### config.mk
export PLATFORM = sky130hd
export DESIGN_NAME = unidade_busca
export DESIGN_NICKNAME = d
export VERILOG_FILES = /design/src/rtl/pkg_processador.sv /design/src/rtl/contador_programa.sv /design/src/rtl/unidade_busca.sv
export SDC_FILE = /design/constraint.sdc
export NUM_CORES = 1
export LEC_CHECK = 0
export BUFFER_PORTS_ARGS = -buffer_cell sky130_fd_sc_hd__buf_2
export CAP_MARGIN = 20
export CORE_UTILIZATION = 40
export CTS_BUF_LIST = sky130_fd_sc_hd__clkbuf_8
export DETAILED_ROUTE_END_ITERATION = 7
export GPL_TIMING_DRIVEN = 0
export PLACE_DENSITY = 0.65
export SYNTH_ARGS = -nofsm -noshare
export SYNTH_HDL_FRONTEND = slang
export SYNTH_SLANG_ARGS = --single-unit
export TNS_END_PERCENT = 30
### constraint.sdc
create_clock -name clock -period 2.4 [get_ports clock]
set_input_delay 0.36 -clock clock [delete_from_list [all_inputs] [get_ports clock]]
set_output_delay 0.36 -clock clock [all_outputs]
set_load 0.02 [all_outputs]
### src/rtl/pkg_processador.sv
// Shared processor definitions: opcodes, instruction field positions and fetch FSM states.
package pkg_processador;

  localparam int OPCODE_MSB     = 31;
  localparam int OPCODE_LSB     = 27;
  localparam int JUMP_ALVO_BITS = 27;

  localparam logic [4:0] OP_BRANCH = 5'd12;
  localparam logic [4:0] OP_JUMP   = 5'd16;
  localparam logic [4:0] OP_HALT   = 5'd18;
  localparam logic [4:0] OP_JR     = 5'd27;

  typedef enum logic [1:0] {
    ST_INIT   = 2'd0,
    ST_BUSCA  = 2'd1,
    ST_PARADO = 2'd2
  } estado_t;

endpackage

### src/rtl/contador_programa.sv
// Program counter: load has priority over increment; holds when neither is requested.
// Updates on the clock edge; synchronous active-low reset to ENDERECO_INICIAL.
module contador_programa #(
  parameter int unsigned ENDERECO_INICIAL = 1,
  parameter int          LARGURA          = 32
) (
  input  logic               clock,
  input  logic               reset,
  input  logic               carregar,
  input  logic               incrementar,
  input  logic [LARGURA-1:0] valor_carga,
  output logic [LARGURA-1:0] pc
);

  logic [LARGURA-1:0] pc_q, pc_d;

  always_comb begin
    pc_d = pc_q;
    if (carregar) begin
      pc_d = valor_carga;
    end else if (incrementar) begin
      pc_d = pc_q + LARGURA'(1);
    end
  end

  always_ff @(posedge clock) begin
    if (!reset) begin
      pc_q <= LARGURA'(ENDERECO_INICIAL);
    end else begin
      pc_q <= pc_d;
    end
  end

  assign pc = pc_q;

endmodule

### src/rtl/unidade_busca.sv
// Fetch stage: PC, instruction register, local JUMP/HALT resolution; 1-cycle fetch latency.
// stall freezes PC, IR and state; a downstream redirect overrides stall and flushes one slot.
module unidade_busca
  import pkg_processador::*;
#(
  parameter int unsigned ENDERECO_INICIAL = 1,
  parameter int          LARGURA          = 32
) (
  input  logic               clock,
  input  logic               reset,
  input  logic               stall,
  input  logic               desvio,
  input  logic [LARGURA-1:0] alvo_desvio,
  input  logic [LARGURA-1:0] instrucao,
  output logic [LARGURA-1:0] endereco,
  output logic [LARGURA-1:0] instrucao_saida,
  output logic [LARGURA-1:0] pc_saida,
  output logic               valido,
  output logic               parado
);

  estado_t            estado_q, estado_d;
  logic [LARGURA-1:0] ir_q, ir_d;
  logic [LARGURA-1:0] pc_saida_q, pc_saida_d;
  logic               valido_q, valido_d;
  logic               parado_q, parado_d;

  logic               pc_carregar, pc_incrementar;
  logic [LARGURA-1:0] pc_carga, pc_atual;
  logic [4:0]         opcode;

  assign opcode = instrucao[OPCODE_MSB:OPCODE_LSB];

  contador_programa #(
    .ENDERECO_INICIAL(ENDERECO_INICIAL),
    .LARGURA         (LARGURA)
  ) u_pc (
    .clock      (clock),
    .reset      (reset),
    .carregar   (pc_carregar),
    .incrementar(pc_incrementar),
    .valor_carga(pc_carga),
    .pc         (pc_atual)
  );

  always_comb begin
    estado_d       = estado_q;
    ir_d           = ir_q;
    pc_saida_d     = pc_saida_q;
    valido_d       = valido_q;
    parado_d       = parado_q;
    pc_carregar    = 1'b0;
    pc_incrementar = 1'b0;
    pc_carga       = alvo_desvio;

    case (estado_q)
      ST_INIT: begin
        // Memory read is still settling on the first edge; nothing to capture.
        valido_d = 1'b0;
        estado_d = ST_BUSCA;
      end
      ST_BUSCA: begin
        if (desvio) begin
          pc_carregar = 1'b1;
          valido_d    = 1'b0;
        end else if (!stall) begin
          if (opcode == OP_JUMP) begin
            pc_carregar = 1'b1;
            pc_carga    = {{(LARGURA-JUMP_ALVO_BITS){1'b0}}, instrucao[JUMP_ALVO_BITS-1:0]};
            valido_d    = 1'b0;
          end else begin
            ir_d       = instrucao;
            pc_saida_d = pc_atual;
            valido_d   = 1'b1;
            if (opcode == OP_HALT) begin
              estado_d = ST_PARADO;
            end else begin
              pc_incrementar = 1'b1;
            end
          end
        end
      end
      ST_PARADO: begin
        valido_d = 1'b0;
        parado_d = 1'b1;
        // An older branch still in flight may pull us out of the halt.
        if (desvio) begin
          pc_carregar = 1'b1;
          parado_d    = 1'b0;
          estado_d    = ST_BUSCA;
        end
      end
      default: begin
        estado_d = ST_INIT;
      end
    endcase
  end

  always_ff @(posedge clock) begin
    if (!reset) begin
      estado_q   <= ST_INIT;
      ir_q       <= '0;
      pc_saida_q <= '0;
      valido_q   <= 1'b0;
      parado_q   <= 1'b0;
    end else begin
      estado_q   <= estado_d;
      ir_q       <= ir_d;
      pc_saida_q <= pc_saida_d;
      valido_q   <= valido_d;
      parado_q   <= parado_d;
    end
  end

  assign endereco        = pc_atual;
  assign instrucao_saida = ir_q;
  assign pc_saida        = pc_saida_q;
  assign valido          = valido_q;
  assign parado          = parado_q;

endmodule

# Yosys cells after proc, flatten, opt, wreduce, memory -nomap -nowiden
# Index checks and enable logic that the tools add are counted.
[classes]
reduce_logical = 7
n_eq_ne = 10
add_sub_neg = 1
bitwise_logic = 3
n_mux = 27
[ops]
columns = ["op", "count"]
rows = [
  ["32-bit two-way mux", 6],
  ["32-bit by 1-bit adder with 32-bit output (second input constant)", 1],
  ["1-bit two-way mux", 13],
  ["5-bit == test (second input constant)", 2],
  ["2-bit two-way mux", 5],
  ["2-bit inequality test (second input constant)", 5],
  ["2-bit case mux with 3 select lines", 1],
  ["5-bit AND reduction", 1],
  ["1-bit case mux with 2 select lines", 2],
  ["4-bit AND reduction", 1],
  ["2-bit nonzero test", 2],
  ["3-bit inequality test (second input constant)", 1],
  ["1-bit inverter", 3],
  ["2-bit by 1-bit == test with 1-bit output (second input constant)", 1],
  ["2-bit == test (second input constant)", 1],
  ["2-bit zero test", 1],
  ["2-bit AND reduction", 1],
  ["2-bit OR reduction", 1],
]
[word_totals]
out_inout_bits = 98
wordCells = 54
reg_bits = 100
inputBits = 68

# Logic depth before layout (Yosys ltp)
# Gate-level depths: netlist of run 1.
[logic_depth]
depth_word = 8
mapped_depth = 10
ltp_nobuf = 7

# Cells and area by module
# From an unflattened synthesis of run 1, not the netlist that was laid out.
[hier_totals]
cells_unflattened = 593
area_unflattened_um2 = 4869.7
[by_module_without_submodules]
columns = ["module", "instances", "seq_area_each_um2", "area_per_inst_um2", "cells_each"]
rows = [
  ["unidade_busca", 1, 1361.3, 3009.1, 357],
  ["contador_programa", 1, 640.6, 1860.5, 236],
]

# Worst setup path before layout of run 1
# No wires, ideal clock.
[synth_timing]
path_type = "register to register"
from = "register estado_q[1]"
to = "register u_pc.pc_q[22] (netlist: u_pc.pc[22])"
path_stages_with_launch = 11
t_required_ns = 2.278
setup_slack_ns = 0.169
setup_time_ns = 0.122
n_path_buf = 3
arrival_ns = 2.109
cell_sequence = "dfxtp_1 inv_1 ha_1 or3b_1 clkbuf_1 or3_1 buf_6 buf_6 o32a_1 a21oi_1 o22ai_1"
[synth_between]
elab_chain_cells = 3
word_cells_on_any_way = 7
[synth_rtl]
columns = ["element", "line_no", "source"]
rows = [
  ["start, declared", "unidade_busca.sv:22", "estado_t estado_q, estado_d;"],
  ["start signal, assigned", "unidade_busca.sv:107", "estado_q <= estado_d;"],
  ["2-bit == test or 2-bit by 1-bit == test with 1-bit output (tied branches)", "unidade_busca.sv:56", "case (estado_q)"],
  ["1-bit case mux with 2 select lines, or another cell as far along", "unidade_busca.sv:56", ""],
  ["32-bit two-way mux or 2-bit nonzero test (tied branches)", "n/a", ""],
  ["end signal, assigned", "contador_programa.sv:28", "pc_q <= LARGURA'(ENDERECO_INICIAL);"],
  ["end signal, assigned", "contador_programa.sv:30", "pc_q <= pc_d;"],
  ["end, declared", "contador_programa.sv:15", "logic [LARGURA-1:0] pc_q, pc_d;"],
]
# Several ways; a longest one is shown, not always the timed one.
# A chain may end at the register's enable or synchronous reset.

# Worst setup path in the final report of run 1
[layout_timing]
from = "register estado_q[1]"
to = "register u_pc.pc_q[20] (netlist: u_pc.pc[20])"
# Same word-level chain as after synthesis.

==> flow_metrics.py, run 1 <==
metrics = {
    "global_routing": {
        "grt_overflow": 0,
        "antenna_found_initial": 0,
        "grt_pass1_wl_um": 25770,
        "grtUsageTotal_pct": 29.10,
        "grt_pass1_vias": 4707,
        "grt_max_degree": 16,
    },
    "floorplanning": {
        "start_util_pct": 41.75,
        "dieArea_um2": 11900,
        "ios": 166,
        "fp-row-count": 38,
        "fp.dieW_um": 109.1,
        "core-area_um2": 10980,
        "fp.dieH_um": 109.1,
    },
    "cells_and_area": {
        "final_cells": 903,
        "area_growth_pct": 29.69,
        "fin_nets": 830,
        "insertedDiodeCount": 0,
        "final_cell_area_um2": 5947,
        "drive_gt1_share_pct": 31.19,
        "fillers": 1100,
    },
    "power": {
        "power_density_nw_per_um2": 577.0,
        "power.switching_w": 0.0009992,
        "p_int_w": 0.002432,
        "p_sw_share_pct": 29.12,
        "pwr-share-seq_pct": 52.1,
        "vdd_drop_max_mv": 0.3208,
        "leakage_nw": 2.511,
        "p_clk_share_pct": 32.9,
        "p_comb_share_pct": 15.0,
    },
    "critical_path": {
        "crit_end": "u_pc.pc[20]",
        "setup.worst_path.start": "estado_q[1]",
        "max_stage_delay_ns": 0.40,
        "rrSetupSlack_ns": 0.05,
        "ff2ff_path_depth": 9,
        "reg2reg_from": "estado_q[1]",
        "critPathMaxFanout": 10,
        "slowest_stage": "or3_4",
        "critPathArrivalTime_ns": 2.60,
        "cp_num_cells": 9,
        "critPathTopFamily": "simple AND/OR/NAND/NOR gates",
        "rr_endpoint": "u_pc.pc[20]",
        "critPathCaptureType": "flop",
        "crit_buf_inv": 3,
        "crit_top_cell": "buf_6",
        "start_kind": "flop",
        "worst-endpoint-required_ns": 2.66,
        "cp_cell_sequence": "inv_1 > ha_2 > or3b_4 > buf_6 > or3_4 > buf_6 > mux2_1 > o21ai_1 > a21oi_1",
        "crit_type": "reg -> reg",
    },
    "placed_design": {
        "gp_congestion": 0.9150,
        "place_ws_ns": -0.3787,
        "place_inst": 884,
        "io_buffers": 164,
        "postPlaceCellArea_um2": 5582,
        "dp_hpwl_um": 12660,
    },
    "detailed_routing": {
        "avgRoutedWirePerCell_um": 18.71,
        "first_pass_iters": 5,
        "drt_iter0_markers": 438,
        "vias_per_cell": 5.501,
        "drc_errors": 0,
        "vias": 4967,
        "finalWirelength_um": 16900,
        "ant_nets": 0,
    },
    "timing": {
        "period_share_pct": 97.77,
        "skew_ns": 0.01691,
        "rsz0062_at_grt": "yes",
        "whs_ns": 0.2267,
        "slew_viol_final": 0,
        "fin_tns_setup_ns": 0,
        "relSlewSlack_pct": 27.47,
        "finalHoldViolCount": 0,
        "fmax_mhz": 426.2,
        "setup_slack_ns": 0.05353,
        "finalCriticalPeriod_ns": 2.346,
        "setup_viol": 0,
        "worst_pin_slew_ns": 1.073,
    },
    "min_path": {
        "hp-class": "in -> reg",
    },
    "clocking": {
        "clkSinkCount": 100,
        "clock_latency_ns": 0.38,
        "cts_tree": "done",
        "clock-root-buffer": "clkbuf_8",
        "clkTransAtPathRegs_ns": 0.09,
        "cts_buffers": 9,
        "clockBufferDepth": 2,
        "cts_max_level": 3,
    },
    "synth": {
        "synth_fp_nets": 652,
        "ys_ff_latch": 100,
        "ys_warn_count": 0,
        "ys_seq_area_share_pct": 43.66,
        "yosysUniqueCellTypes": 55,
        "ys.flop_type": "dfxtp_1",
        "synth.avg_cell_area_um2": 7.906,
        "synthCells": 580,
        "synthesis.area_um2": 4586,
        "synthArstFlopShare_pct": 0,
        "synth_edf_count": 0,
    },
    "job": {
        "maxCapViolCount": 0,
    },
    "status": {
        "status": "finished clean",
    },
}
how the worst min path moves through the flow:
stage,cells past startpoint,from,endpoint
2_1_floorplan,2,estado_q[1],estado_q[1]
3_3_place_gp,2,instrucao_saida[29],instrucao_saida[29]
3_5_place_dp,2,instrucao_saida[13],instrucao_saida[13]
4_1_cts,3,instrucao[5],instrucao_saida[5]
5_1_grt,3,instrucao[20],instrucao_saida[20]
6_report,3,instrucao[3],instrucao_saida[3]
per-stage QoR:
step	util [%]	total power (W)
finish	54.15	0.003431
global route	54.15	0.003562
CTS	53.27	0.003416
detailed placement	50.82	0.002308
global placement	50.82	0.002303
floorplan	-	0.002080
cells in the mapped netlist, types with 6 or more instances:
cell / n / area, um^2
dfxtp_1: 100 / 2002
nand4_1: 18 / 112.6
mux2_2: 15 / 168.9
nand2_1: 157 / 589.3
nor3_1: 12 / 60.06
xnor2_1: 9 / 78.83
nand3_1: 15 / 75.07
and3_1: 6 / 37.54
xor2_1: 9 / 78.83
nor2_1: 19 / 71.32
a21oi_1: 87 / 435.4
inv_1: 9 / 33.78
clkbuf_1: 30 / 112.6
o21ai_0: 19 / 95.09
worst min-delay path: stages:
cell and delay (ns):
buf_2 0.10, nand2_1 0.05, a21oi_1 0.05
routing by layer:
metal	track usage, %	vias up	wire (um)
met5	0	-	0
met4	9.459	0	301
met3	4.662	24	1083
met2	45.51	201	7828
met1	40.62	2360	7687
li1	-	2382	-
power groups by stage:
stage	combinational, W	sequential [W]	clock [W]
after floorplan	0.000215	0.00187	0
after global placement	0.000482	0.00182	0
after detailed placement	0.000485	0.00182	0
after CTS	0.000497	0.00178	0.00113
after global routing	0.000560	0.00180	0.00121
final	0.000516	0.00179	0.00113
registers in the layout (all words and copies together), names as in the netlist:
signal	count
estado_q	2
valido	1
u_pc.pc	32
instrucao_saida	32
parado	1
pc_saida	32
cells in the final DEF, fill, tap and decap left out, types with 4 or more instances in the layout:
| master | n |
|---|---|
| a21oi_1 | 86 |
| a31oi_1 | 4 |
| and3_1 | 6 |
| buf_2 | 166 |
| buf_4 | 4 |
| clkbuf_1 | 20 |
| clkbuf_2 | 8 |
| clkbuf_8 | 11 |
| dfxtp_1 | 98 |
| inv_1 | 10 |
| mux2_2 | 14 |
| nand2_1 | 157 |
| nand2b_1 | 4 |
| nand3_1 | 15 |
| nand4_1 | 18 |
| nor2_1 | 17 |
| nor3_1 | 10 |
| o211a_1 | 4 |
| o21ai_0 | 12 |
| o21ai_1 | 6 |
| xnor2_1 | 9 |
| xor2_1 | 9 |
repair_timing:
action | 4_1_cts | 5_1_grt
setup endpoints to repair | 92 | 96
hold buffers | 0 | 0
resized for setup | 22 | 29
cloned | 0 | 0
pin swaps | 2 | 7
buffers inserted | 0 | 4
final cells by class:
type | instances | area [um^2] | share of cell area, %
buffer | 34 | 170.2 | 2.861
clock buffer | 11 | 151.4 | 2.546
clock inverter | 5 | 51.30 | 0.8626
inverter | 10 | 37.54 | 0.6312
multi-input combinational | 435 | 2506 | 42.14
sequential | 100 | 2004 | 33.71
tap | 140 | 175.2 | 2.946
timing repair buffer | 168 | 850.8 | 14.31
cells by family (layout without fill, tap and decap cells):
kind of cell             Yosys count  after routing  synth area share, %
AND/OR/NAND/NOR                  254            254                25.13
AO/OA/AOI/OAI                    141            141                18.06
flip-flops                       100            100                43.66
buffers and inverters             45            228                4.229
XOR/XNOR                          18             18                3.438
multiplexers                      18             18                4.393
adder cells (fa/ha/maj)            4              4                1.091
No activity file was read; power rests on OpenSTA's default activity.
==> inputs of run 2 (changes only) <==
Settings changed: CTS_BUF_LIST sky130_fd_sc_hd__clkbuf_8 to unset.
==> run 2 against run 1 <==
  * Total power increased by 11%
  * First-iteration DRC count decreased by 11%
  * Clock skew decreased by 0.0078 ns
  * Via count decreased by 0.22%
  * Fmax decreased by 0.37%
  * Die area unchanged
  * Cell area increased by 1.2%
  * Core utilization increased by 0.63 points
  * Final cell count decreased by 0.11%
  * Critical endpoint is now u_pc.pc[5]
==> flow_metrics.py, run 2 (synthesis results as in run 1) <==
metrics = {
    "status": {
        "status": "finished clean",
    },
    "power": {
        "vdd_drop_max_mv": 0.3042,
        "power_density_nw_per_um2": 631.2,
        "leakage_nw": 2.526,
    },
    "cells_and_area": {
        "area_growth_pct": 31.19,
        "insertedDiodeCount": 0,
        "final_cell_area_um2": 6016,
        "drive_gt1_share_pct": 30.71,
        "final_common_cell": "buf_2",
        "fin_nets": 829,
        "most-common-layout-cells": "buf_2 (166), nand2_1 (157), dfxtp_1 (98), a21oi_1 (86), clkbuf_1 (24)",
        "final_cells": 902,
    },
    "floorplanning": {
        "ios": 166,
        "fp-row-count": 38,
        "start_util_pct": 41.75,
        "fp.dieW_um": 109.1,
        "fp.dieH_um": 109.1,
        "dieArea_um2": 11900,
        "core-area_um2": 10980,
    },
    "min_path": {
        "min_to": "instrucao_saida[23]",
        "holdPathStages": 3,
        "hp-start": "instrucao[23]",
        "hp-class": "in -> reg",
    },
    "detailed_routing": {
        "ant_nets": 0,
        "finalWirelength_um": 16870,
        "avgRoutedWirePerCell_um": 18.70,
        "vias": 4956,
        "first_pass_iters": 5,
        "vias_per_cell": 5.494,
        "drc_errors": 0,
        "drt_iter0_markers": 389,
    },
    "global_routing": {
        "grtUsageTotal_pct": 29.03,
        "antenna_found_initial": 0,
        "grt_max_degree": 16,
        "grt_pass1_vias": 4724,
        "grt_pass1_wl_um": 25760,
        "grt_overflow": 0,
    },
    "timing": {
        "period_share_pct": 98.13,
        "relSlewSlack_pct": 20.63,
        "finalCriticalPeriod_ns": 2.355,
        "whs_ns": 0.2620,
        "fmax_mhz": 424.6,
        "setup_viol": 0,
        "finalHoldViolCount": 0,
        "slew_viol_final": 0,
        "skew_ns": 0.009127,
        "worst_pin_slew_ns": 1.174,
        "fin_tns_setup_ns": 0,
        "rsz0062_at_grt": "yes",
    },
    "placed_design": {
        "place_inst": 884,
        "io_buffers": 164,
        "gp_congestion": 0.9150,
        "dp_hpwl_um": 12660,
        "postPlaceCellArea_um2": 5582,
    },
    "critical_path": {
        "cp_cell_sequence": "inv_1 > ha_1 > or3b_4 > or3_4 > buf_6 > buf_6 > mux2_2 > o21ai_2 > a21oi_1",
        "crit_top_cell": "buf_6",
        "critPathCaptureType": "flop",
        "crit_type": "reg -> reg",
        "start_kind": "flop",
        "critPathMaxFanout": 10,
        "reg2reg_from": "estado_q[1]",
        "critPathArrivalTime_ns": 2.58,
        "crit_buf_inv": 3,
        "worst-endpoint-required_ns": 2.62,
        "rr_endpoint": "u_pc.pc[5]",
        "ff2ff_path_depth": 9,
        "critPathTopFamily": "simple AND/OR/NAND/NOR gates",
        "rrSetupSlack_ns": 0.04,
        "slowest_stage": "or3b_4",
        "max_stage_delay_ns": 0.44,
    },
    "clocking": {
        "clock_latency_ns": 0.35,
        "cts_max_level": 3,
        "clkSinkCount": 100,
        "clkTransAtPathRegs_ns": 0.07,
        "cts_buffers": 9,
        "cts_tree": "done",
        "clock-root-buffer": "clkbuf_16",
        "clockBufferDepth": 2,
    },
    "job": {
        "maxCapViolCount": 0,
    },
}
-- run 2: worst max-delay path by stage --
stage	depth (start not counted)	endpoint	start	slack (ns)
3_3_place_gp	6	u_pc.pc[1]	instrucao[30]	-0.32
6_report	9	u_pc.pc[5]	estado_q[1]	0.04
5_1_grt	9	u_pc.pc[22]	estado_q[1]	-0.03
4_1_cts	8	u_pc.pc[14]	estado_q[1]	-0.03
3_5_place_dp	7	u_pc.pc[12]	instrucao[30]	-0.38
2_1_floorplan	10	u_pc.pc[22]	estado_q[1]	0.17
-- run 2: repair_timing --
item	in CTS	in global routing
setup buffers	0	3
gates cloned	0	0
pin swaps	1	5
gates resized for setup	16	20
hold buffers	0	0
endpoints found under the setup margin	92	69
-- run 2: metal layers --
layer	routed length (um)	global-route usage [%]	share of wire, %
met5	0	0	0
met3	939	3.885	5.6
met4	335	10.42	2.0
met2	7811	45.55	46
met1	7784	40.47	46
-- run 2: layout make-up --
type / count / area, um^2
Clock buffer: 12 / 256.5
Buffer: 34 / 160.2
Clock inverter: 4 / 47.55
Multi-Input combinational cell: 435 / 2491
Fill cell: 1095 / 4967
Tap cell: 140 / 175.2
Timing Repair Buffer: 167 / 843.3
Inverter: 10 / 37.54
Sequential cell: 100 / 2004
-- run 2: stage by stage --
| stage | util [%] | setup slack [ns] | power [W] |
|---|---|---|---|
| after floorplan | - | 0.1688 | 0.002080 |
| after global placement | 50.82 | -0.3186 | 0.002303 |
| after detailed placement | 50.82 | -0.3787 | 0.002308 |
| after CTS | 54.16 | -0.03006 | 0.003787 |
| after global routing | 54.77 | -0.03245 | 0.003922 |
| final | 54.77 | 0.04492 | 0.003797 |
-- run 2: power by group --
part,total [W],switching (W),internal [W]
clock network,0.00150,0.000634,0.000863
registers,0.00179,0.0000740,0.00171
logic,0.000511,0.000329,0.000182
total,0.00380,0.00104,0.00276
-- run 2: worst register-to-register path, stage by stage, from the launching register on --
cell and delay (ns):
dfxtp_2 0.33, inv_1 0.07, ha_1 0.15, or3b_4 0.44, or3_4 0.40, buf_6 0.15, buf_6 0.15, mux2_2 0.31
o21ai_2 0.18, a21oi_1 0.06
==> inputs of run 3 (changes only) <==
Settings changed: BUFFER_PORTS_ARGS -buffer_cell sky130_fd_sc_hd__buf_2 to unset, DONT_BUFFER_PORTS set to 1, PLACE_DENSITY 0.65 to 0.52.
==> run 3 against run 2 <==
  * Sequential cell count stayed put
  * First-iteration DRC count shrank 26%
  * Die area unchanged
  * Global-route usage shrank 2.3 points
  * Fmax is 0.32% lower
  * Hold slack got worse by 0.12 ns
  * Setup slack got worse by 0.0075 ns
==> flow_metrics.py, run 3 (synthesis results as in run 1) <==
metrics = {
    "power": {
        "leakage_nw": 1.763,
        "vdd_drop_max_mv": 0.3165,
        "power_density_nw_per_um2": 711.4,
    },
    "floorplanning": {
        "dieArea_um2": 11900,
        "core-area_um2": 10980,
        "fp.dieW_um": 109.1,
        "fp.dieH_um": 109.1,
        "fp-row-count": 38,
        "ios": 166,
        "start_util_pct": 41.75,
    },
    "critical_path": {
        "critPathArrivalTime_ns": 2.61,
        "rr_endpoint": "u_pc.pc[0]",
        "reg2reg_from": "estado_q[1]",
        "crit_end": "u_pc.pc[0]",
        "setup.worst_path.start": "estado_q[1]",
        "max_stage_delay_ns": 0.42,
        "slowest_stage": "or3b_4",
        "critPathCaptureType": "flop",
        "cp_num_cells": 9,
        "ff2ff_path_depth": 9,
        "start_kind": "flop",
        "cp_cell_sequence": "inv_1 > ha_1 > or3b_4 > or3_4 > buf_6 > buf_6 > mux2i_2 > o221ai_1 > a21o_1",
        "crit_buf_inv": 3,
        "critPathTopFamily": "simple AND/OR/NAND/NOR gates",
        "crit_top_cell": "buf_6",
        "crit_type": "reg -> reg",
        "rrSetupSlack_ns": 0.04,
        "worst-endpoint-required_ns": 2.65,
        "critPathMaxFanout": 10,
    },
    "global_routing": {
        "antenna_found_initial": 0,
        "grtUsageTotal_pct": 26.74,
        "grt_pass1_vias": 3970,
        "grt_max_degree": 16,
        "grt_pass1_wl_um": 23320,
        "grt_overflow": 0,
    },
    "clocking": {
        "clockBufferDepth": 2,
        "cts_hold_buffers": 0,
        "cts_tree": "done",
        "clkTransAtPathRegs_ns": 0.07,
        "clock-root-buffer": "clkbuf_16",
        "clkSinkCount": 100,
        "cts_buffers": 9,
        "clock_latency_ns": 0.35,
        "cts_max_level": 3,
    },
    "timing": {
        "period_share_pct": 98.44,
        "fmax_mhz": 423.3,
        "worst_pin_slew_ns": 0.7534,
        "relSlewSlack_pct": 49.77,
        "rsz0062_at_grt": "yes",
        "fin_tns_setup_ns": 0,
        "slew_viol_final": 0,
        "finalCriticalPeriod_ns": 2.363,
        "skew_ns": 0.007725,
        "setup_viol": 0,
        "whs_ns": 0.1372,
        "finalHoldViolCount": 0,
        "setup_slack_ns": 0.03739,
    },
    "cells_and_area": {
        "drive_gt1_share_pct": 13.18,
        "most-common-layout-cells": "nand2_1 (157), dfxtp_1 (96), a21oi_1 (86), clkbuf_1 (22), nand4_1 (18)",
        "fin_nets": 674,
        "final_cell_area_um2": 5269,
        "insertedDiodeCount": 0,
        "area_growth_pct": 14.90,
        "final_common_cell": "nand2_1",
    },
    "job": {
        "maxCapViolCount": 0,
    },
    "detailed_routing": {
        "vias": 4302,
        "drt_iter0_markers": 286,
        "first_pass_iters": 5,
        "vias_per_cell": 5.759,
        "finalWirelength_um": 15640,
        "ant_nets": 0,
        "avgRoutedWirePerCell_um": 20.93,
        "drc_errors": 0,
    },
    "placed_design": {
        "postPlaceCellArea_um2": 4768,
        "gp_congestion": 0.8927,
        "io_buffers": 0,
        "place_ws_ns": -0.4169,
        "dp_hpwl_um": 11560,
    },
    "min_path": {
        "hp-class": "in -> reg",
    },
    "status": {
        "status": "finished clean",
    },
}
## run 3: area by class of cell
| class | instances | area, um^2 |
|---|---|---|
| repair buffers | 12 | 87.58 |
| well taps | 140 | 175.2 |
| multi-input cells | 435 | 2475 |
| clock buffers | 13 | 280.3 |
| clock inverters | 3 | 42.54 |
| plain buffers | 34 | 163.9 |
| inverters | 10 | 37.54 |
| flip-flops and latches | 100 | 2007 |
| fillers | 1091 | 5714 |
## run 3: per-layer routing
| layer | share of wire, % | up-vias | GRT usage, % |
|---|---|---|---|
| li1 | - | 2078 | - |
| met1 | 46 | 2019 | 36.42 |
| met2 | 44 | 181 | 39.94 |
| met3 | 7.8 | 24 | 6.993 |
| met4 | 2.1 | 0 | 10.62 |
| met5 | 0 | - | 0 |
## run 3: repair_timing
action | in CTS | in global routing
pin swaps | 2 | 3
setup endpoints to repair | 94 | 93
setup buffers | 2 | 8
gates resized for setup | 15 | 25
## run 3: how the worst min path moves through the flow
stage / start / end / slack, ns / cells after the start
finish: instrucao[23] / instrucao_saida[23] / 0.14 / 2
global route: instrucao[26] / instrucao_saida[26] / 0.14 / 2
CTS: instrucao[7] / instrucao_saida[7] / 0.13 / 2
detailed placement: estado_q[1] / estado_q[1] / 0.49 / 2
global placement: estado_q[1] / estado_q[1] / 0.47 / 2
floorplan: estado_q[1] / estado_q[1] / 0.45 / 2
## run 3: where the power goes
group / switching (W) / total [W] / leakage [nW] / internal [W]
Combinational: 0.000210 / 0.000326 / 0.795 / 0.000116
Clock: 0.000640 / 0.00156 / 0.158 / 0.000921
Sequential: 0.000145 / 0.00186 / 0.810 / 0.00172
## run 3: through the flow
step | utilization, % | std cells | total power [W]
3_3_place_gp | 43.35 | 720 | 0.002188
2_1_floorplan | - | 580 | 0.002080
6_report | 47.97 | 747 | 0.003748
3_5_place_dp | 43.42 | 721 | 0.002195
5_1_grt | 47.97 | 747 | 0.003868
4_1_cts | 47.00 | 738 | 0.003752
